[config.mk]
export PLATFORM = sky130hd
export DESIGN_NAME = multi_zone_thermostat
export DESIGN_NICKNAME = d
export VERILOG_FILES = /design/src/rtl/multi_zone_thermostat.sv
export SDC_FILE = /design/constraint.sdc
export NUM_CORES = 1
export LEC_CHECK = 0
export BUFFER_PORTS_ARGS = -buffer_cell sky130_fd_sc_hd__buf_4
export CAP_MARGIN = 30
export CELL_PAD_IN_SITES_DETAIL_PLACEMENT = 2
export CELL_PAD_IN_SITES_GLOBAL_PLACEMENT = 2
export CORE_ASPECT_RATIO = 1.1
export CORE_MARGIN = 3
export CORE_UTILIZATION = 40
export CTS_BUF_LIST = sky130_fd_sc_hd__clkbuf_2
export DETAILED_ROUTE_END_ITERATION = 8
export GPL_ROUTABILITY_DRIVEN = 0
export HOLD_SLACK_MARGIN = 0.06
export PLACE_DENSITY_LB_ADDON = 0.1
export SLEW_MARGIN = 0
export SYNTH_ARGS = -nofsm -noshare
export SYNTH_HDL_FRONTEND = slang
export SYNTH_SLANG_ARGS = --single-unit
[constraint.sdc]
create_clock -name clk -period 5.85 [get_ports clk]
set_input_delay 1.4625 -clock clk [delete_from_list [all_inputs] [get_ports clk]]
set_output_delay 1.4625 -clock clk [all_outputs]
set_load 0.02 [all_outputs]
[src/rtl/multi_zone_thermostat.sv]
// multi_zone_thermostat: NZ independent heat/cool controllers with a
// shared hysteresis half-band and a per-zone minimum-dwell counter.
//
// Ports:
//   clk     system clock, rising edge
//   reset   synchronous active-high reset
//   start   level enable; low forces every zone to IDLE
//   troom   packed room temperatures, zone z at [z*TW +: TW]
//   tref    packed reference temperatures, same packing
//   dt      hysteresis half-band shared by all zones
//   h       heater enable per zone (zone in HEAT)
//   c       cooler enable per zone (zone in COOL)
//   active  registered OR of all h and c bits
module multi_zone_thermostat #(
    parameter int TW        = 7,
    parameter int NZ        = 4,
    parameter int MIN_DWELL = 8
) (
    input  logic             clk,
    input  logic             reset,
    input  logic             start,
    input  logic [NZ*TW-1:0] troom,
    input  logic [NZ*TW-1:0] tref,
    input  logic [TW-1:0]    dt,
    output logic [NZ-1:0]    h,
    output logic [NZ-1:0]    c,
    output logic             active
);

    localparam int CW = $clog2(MIN_DWELL + 1);
    localparam logic [CW-1:0] FULL = CW'(MIN_DWELL);

    typedef enum logic [1:0] {
        IDLE = 2'd0,
        HEAT = 2'd1,
        COOL = 2'd2
    } state_t;

    for (genvar z = 0; z < NZ; z++) begin : g_zone
        logic [TW:0]   tr;
        logic [TW:0]   tf;
        logic [TW:0]   d;
        logic          lo;
        logic          hi;
        logic          at_h;
        logic          at_c;
        logic          ok;
        state_t        state;
        state_t        nxt;
        logic [CW-1:0] cnt;
        logic          h_q;
        logic          c_q;

        // One extra bit so troom+dt and tref+dt never wrap.
        assign tr = {1'b0, troom[z*TW +: TW]};
        assign tf = {1'b0, tref[z*TW +: TW]};
        assign d  = {1'b0, dt};

        assign lo   = (tr + d) < tf;
        assign hi   = tr > (tf + d);
        assign at_h = tr >= tf;
        assign at_c = tr <= tf;
        assign ok   = cnt == FULL;

        // HEAT and COOL only ever exit to IDLE.
        always_comb begin
            nxt = state;
            unique case (state)
                IDLE: begin
                    if (ok && lo)
                        nxt = HEAT;
                    else if (ok && hi)
                        nxt = COOL;
                end
                HEAT: if (ok && at_h) nxt = IDLE;
                COOL: if (ok && at_c) nxt = IDLE;
                default: nxt = IDLE;
            endcase
        end

        // Counter presets to FULL on reset/stop so the first
        // demand afterwards is served without a dwell.
        always_ff @(posedge clk) begin
            if (reset || !start) begin
                state <= IDLE;
                cnt   <= FULL;
                h_q   <= 1'b0;
                c_q   <= 1'b0;
            end else begin
                state <= nxt;
                if (nxt != state)
                    cnt <= '0;
                else if (cnt != FULL)
                    cnt <= cnt + CW'(1);
                h_q <= (nxt == HEAT);
                c_q <= (nxt == COOL);
            end
        end

        assign h[z] = h_q;
        assign c[z] = c_q;
    end

    // Lags h/c by one edge.
    always_ff @(posedge clk) begin
        if (reset)
            active <= 1'b0;
        else
            active <= |(h | c);
    end

endmodule

=== Word-level counts from Yosys, hierarchy flattened ===
Index checks and enable logic that the tools add are counted.

* Register bits after elaboration: 33
* Bits of input ports: 66
* Output and inout port bits: 9
* Word-level logic and storage cells: 137

* $add $sub $neg: 12
* Order comparisons: 16
* Equality and inequality tests: 28
* Multiplexer cells: 28
* Bitwise gates (word level): 1
* Reductions and logical operators: 31

{| class="wikitable"
|+ Operator list
! kind !! count
|-
| adder 7 x 7 -> 8 bit || 8
|-
| > comparator 7 x 8 -> 1 bit || 4
|-
| less-than comparator 8 x 7 -> 1 bit || 4
|-
| two-way mux 2 bit || 16
|-
| two-way mux 4 bit || 8
|-
| >= comparator 7 bit || 4
|-
| less-or-equal comparator 7 bit || 4
|-
| one-hot mux 2 bit (3 select lines) || 4
|-
| adder 4 x 1 -> 4 bit (second input constant) || 4
|-
| equality test 2 x 1 -> 1 bit (second input constant) || 8
|-
| equality test 2 bit (second input constant) || 8
|-
| equality test 4 bit (second input constant) || 4
|-
| logical AND 1 bit || 16
|-
| != test 4 bit (second input constant) || 4
|-
| zero test 2 bit || 4
|-
| != test 2 bit || 4
|-
| nonzero test 2 bit || 4
|-
| OR reduction 2 bit || 4
|-
| OR 4 bit || 1
|-
| OR reduction 4 bit || 1
|-
| zero test 1 bit || 1
|-
| logical OR 1 bit || 1
|}

=== Longest topological paths before layout ===
* Word-level depth: 8
* Gate-level depth with buffers: 16
* Gate-level depth less buffers: 16

=== Worst setup path before layout ===
OpenSTA, ideal clock, no wires.

* Kind: in2reg
* From: input tref[21]
* To: register g_zone[3].cnt[3]
* Setup time: 139 ps
* Arrival: 3996 ps
* Required time: 5711 ps
* Setup slack: 1714 ps
* Stages: 14
* Buffers on the path: 0
* Cells stage by stage: ha_1 > fa_1 > a21o_1 > a21oi_1 > o21bai_1 > a21oi_1 > xor2_1 > ha_1 > nand4_1 > nor2_1 > a2111oi_0 > o2111a_1 > mux2_2 > o31ai_1

* Cells in the longest elaborated chain, start to end: 8
* Elaborated cells between the ends (all ways): 17
* Those cells by class: add/sub: 1; order compare: 4; eq/ne: 1; mux: 6; reduce/logical: 5

{| class="wikitable"
|+ Ends and longest elaborated chain
! element !! RTL line !! source
|-
| start, declared || 23 || <nowiki>input logic [NZ*TW-1:0] tref,</nowiki>
|-
| adder 7 x 7 -> 8 bit || 60 || <nowiki>assign hi = tr > (tf + d);</nowiki>
|-
| > comparator 7 x 8 -> 1 bit || 60 ||
|-
| logical AND 1 bit || 72 || <nowiki>else if (ok && hi)</nowiki>
|-
| two-way mux 2 bit || 72 ||
|-
| two-way mux 2 bit || 70 || <nowiki>if (ok && lo)</nowiki>
|-
| one-hot mux 2 bit (3 select lines) * || 68 || <nowiki>unique case (state)</nowiki>
|-
| != test 2 bit * || 91 || <nowiki>if (nxt != state)</nowiki>
|-
| two-way mux 4 bit or nonzero test 2 bit (tied branches) || n/a ||
|-
| end signal, assigned || 94 || <nowiki>cnt <= cnt + CW'(1);</nowiki>
|-
| end, declared || 50 || <nowiki>logic [CW-1:0] cnt;</nowiki>
|}

Every way passes the cells marked *; elsewhere a longest branch is shown, timed or not.
A chain may end at the register's enable or synchronous reset.

=== Worst setup path after layout ===
* From: input dt[0]
* To: register g_zone[3].cnt[3]

* Cells in the longest elaborated chain, start to end: 8
* Elaborated cells between the ends (all ways): 12
* Those cells by class: add/sub: 2; order compare: 2; eq/ne: 1; mux: 4; reduce/logical: 3

{| class="wikitable"
|+ Ends and longest elaborated chain
! element !! RTL line !! source
|-
| start, declared || 24 || <nowiki>input logic [TW-1:0] dt,</nowiki>
|-
| adder 7 x 7 -> 8 bit || 60 ||
|-
| > comparator 7 x 8 -> 1 bit || 60 ||
|-
| logical AND 1 bit || 72 ||
|-
| two-way mux 2 bit || 72 ||
|-
| two-way mux 2 bit * || 70 ||
|-
| one-hot mux 2 bit (3 select lines) * || 68 ||
|-
| != test 2 bit * || 91 ||
|-
| two-way mux 4 bit or nonzero test 2 bit (tied branches) || n/a ||
|}

Marked as above.

==> impl_metrics.py <==
metrics = {
    "sta": {
        "finalSetupTns_ps": 0,
        "post-route-min-period_ps": 4299,
        "postLayoutSetupSlackWorst_ps": 1551,
        "fin_skew_ps": 13.51,
        "rsz0062_at_grt": "no",
        "setup_viol": 0,
        "fmax_ghz": 0.2326,
        "whs_ps": 549.2,
        "relSlewSlack_pct": 35.00,
        "final_max_slew_viol_count": 0,
        "period_share_pct": 73.48,
        "tightest_slew_ps": 975.0,
        "hold_viol": 0,
    },
    "cts": {
        "cts_sinks": 33,
        "cts_resized": 0,
        "cts_max_level": 2,
        "post_cts_buffers": 0,
        "cts_tree": "done",
        "clockBufferDepth": 2,
        "root_buffer": "clkbuf_2",
        "clk_pin_slew_ps": 180,
        "postCtsHoldBufs": 0,
        "clk_latency_ps": 400,
        "cts_buffers": 5,
    },
    "setup_path": {
        "rr_endpoint": "g_zone[3].cnt[3]",
        "critPathCaptureType": "flip-flop",
        "ff2ff_path_depth": 7,
        "cp-start-kind": "input port",
        "path_class": "input port to flip-flop",
        "cp_max_fo": 8,
        "r2r-start": "g_zone[3].cnt[0]",
        "critical_path_required_ps": 6110,
        "r2r_slack_ps": 3530,
        "arrival_ps": 4560,
    },
    "yosys": {
        "ys_seq_area_share_pct": 12.03,
        "synthCells": 646,
        "syn_area_sq_um": 5493,
        "synth_top_cell_area_share_pct": 32.80,
        "yosysWarnings": 0,
        "async_flop_share_pct": 0,
        "ys_ff_latch": 33,
        "syn_area_per_cell_sq_um": 8.503,
        "synth_nets": 864,
        "synth_top_area_cell": "ha_1",
        "yosysUniqueCellTypes": 61,
        "yosys-top-cells-area": "ha_1, dfxtp_1, xnor2_1",
        "synth-edff-count": 0,
        "synth_top_flop_cell": "dfxtp_1",
    },
    "worst_hold_path": {
        "hold_path_depth": 2,
        "hold_path_end": "g_zone[1].cnt[1]",
        "hold_start": "g_zone[1].cnt[1]",
        "hp-class": "flip-flop to flip-flop",
    },
    "detailed_routing": {
        "drtIter0Drc": 158,
        "vias": 5139,
        "drcViolationCount": 0,
        "wirelength_um": 17760,
        "vias_per_cell": 5.710,
        "postRouteAntennaNets": 0,
        "dr.pass1.iters": 6,
        "avgRoutedWirePerCell_um": 19.73,
    },
    "grt": {
        "grt_max_degree": 22,
        "grt_util_all_layers_pct": 23.48,
        "antenna_found_initial": 0,
        "gr-total-overflow": 0,
        "grt_pass1_vias": 5863,
        "grt_pass1_wl_um": 29030,
    },
    "pwr": {
        "power_frac_clock_pct": 10.4,
        "sw_frac_of_total_pct": 46.10,
        "leakage_nw": 2.996,
        "ir_worst_vdd_mv": 0.06136,
        "p_switching_uw": 490.9,
        "internal_power_uw": 573.8,
        "p_comb_share_pct": 64.8,
        "power_density_nw_per_um2": 170.7,
        "p_seq_share_pct": 24.8,
    },
    "final_layout": {
        "drive_above_1_share_pct": 13.27,
        "fillCellCount": 1557,
        "diodes": 0,
        "syn_to_final_growth_pct": 13.53,
        "seq_area_sq_um": 660.6,
        "utilization_pct": 46.81,
        "multi_input_area_sq_um": 4474,
        "stdcell_area_sq_um": 6236,
        "fin_nets": 933,
    },
    "die": {
        "core_sq_um": 13320,
        "io_pins": 75,
        "die_width_um": 117.7,
        "die_area_sq_um": 15180,
        "std_cell_rows": 44,
        "start_util_pct": 41.23,
        "dieHeight_um": 128.9,
    },
    "placed_design": {
        "post-dp-hpwl_um": 15330,
        "placedInstanceArea_sq_um": 6198,
        "io_buffers": 74,
        "pre_cts_ws_ps": 1107,
    },
    "job": {
        "maxCapViolCount": 0,
    },
    "run_status": {
        "status": "finished, final reports clean",
    },
}
cell type report:
cell class,instances,share of cell area [%]
inverters,74,4.454
well taps,184,3.692
clock buffers,5,0.4013
multi-input cells,527,71.75
flip-flops and latches,33,10.59
repair buffers,74,8.909
clock inverters,3,0.2006
synthesized netlist by cell type (all sizes together), types with 13 or more instances:
library cell / count
nor2: 22
nand2: 20
a211oi: 20
nor2b: 13
dfxtp: 33
o21ai: 26
xor2: 14
ha: 144
inv: 74
nor3: 15
a21oi: 59
a21o: 24
xnor2: 34
state kept, by name, summed over array words and instances, names as in the netlist:
register	count
active	1
g_zone.c_q	4
g_zone.cnt	16
g_zone.h_q	4
g_zone.state	8
power by group through the flow:
| stage | Sequential, mW | Clock (mW) | Combinational (mW) |
|---|---|---|---|
| 2_1_floorplan | 0.264 | 0 | 0.477 |
| 3_3_place_gp | 0.267 | 0 | 0.642 |
| 3_5_place_dp | 0.269 | 0 | 0.690 |
| 4_1_cts | 0.264 | 0.114 | 0.696 |
| 5_1_grt | 0.268 | 0.126 | 0.782 |
| 6_report | 0.264 | 0.111 | 0.690 |
how the worst max path moves through the flow:
stage,slack (ps),depth (start not counted),startpoint,to
global placement,1270,15,dt[1],g_zone[2].cnt[3]
floorplan,1710,14,tref[21],g_zone[3].cnt[3]
global route,1130,16,dt[1],g_zone[0].h_q
detailed placement,1110,16,dt[1],g_zone[0].state[0]
finish,1550,15,dt[0],g_zone[3].cnt[3]
CTS,1530,16,dt[1],g_zone[0].state[0]
routing by layer:
layer	GRT usage [%]	wire, um	part of all wire [%]	up-vias
li1	-	-	-	2529
met1	28.48	7802	44	2523
met2	45.33	9300	52	68
met3	2.066	378	2.1	19
met4	4.828	277	1.6	0
met5	0	0	0	-
metrics by stage:
stage                     power [mW]  cells
final                          1.065    900
after global routing           1.176    900
after CTS                      1.074    900
after detailed placement      0.9594    892
after global placement        0.9094    892
after floorplan               0.7416    646
cell families (layout without fill, tap and decap cells):
family | Yosys count | in the layout | share of synthesized area, %
AOI/OAI and AO/OA | 195 | 195 | 24.58
adders and majority gates | 152 | 152 | 35.72
and+or+nand+nor | 128 | 128 | 12.76
buffers and inverters | 86 | 156 | 6.515
xor gates and xnor gates | 48 | 48 | 7.654
DFF | 33 | 33 | 12.03
muxes | 4 | 4 | 0.7517
worst max-delay path, cell delays in order:
cell and delay [ps]:
buf_4 170, ha_1 230, fa_1 430, a21o_1 180, a21oi_1 210, o21bai_1 90
a21oi_1 180, xor2_1 170, ha_1 260, nand4_1 100, nor2_1 40, a2111oi_0 470
o2111a_1 300, mux2_2 200, o31ai_1 70
placed cells by master, fill, tap and decap left out, drive strengths merged, types with 13 or more instances in the layout:
cell	n
ha	144
inv	74
buf	74
a21oi	59
xnor2	34
dfxtp	33
o21ai	26
a21o	24
nor2	22
a211oi	20
nand2	20
nor3	15
xor2	14
nor2b	13
Note: power is estimated with default switching activity, not from simulation.
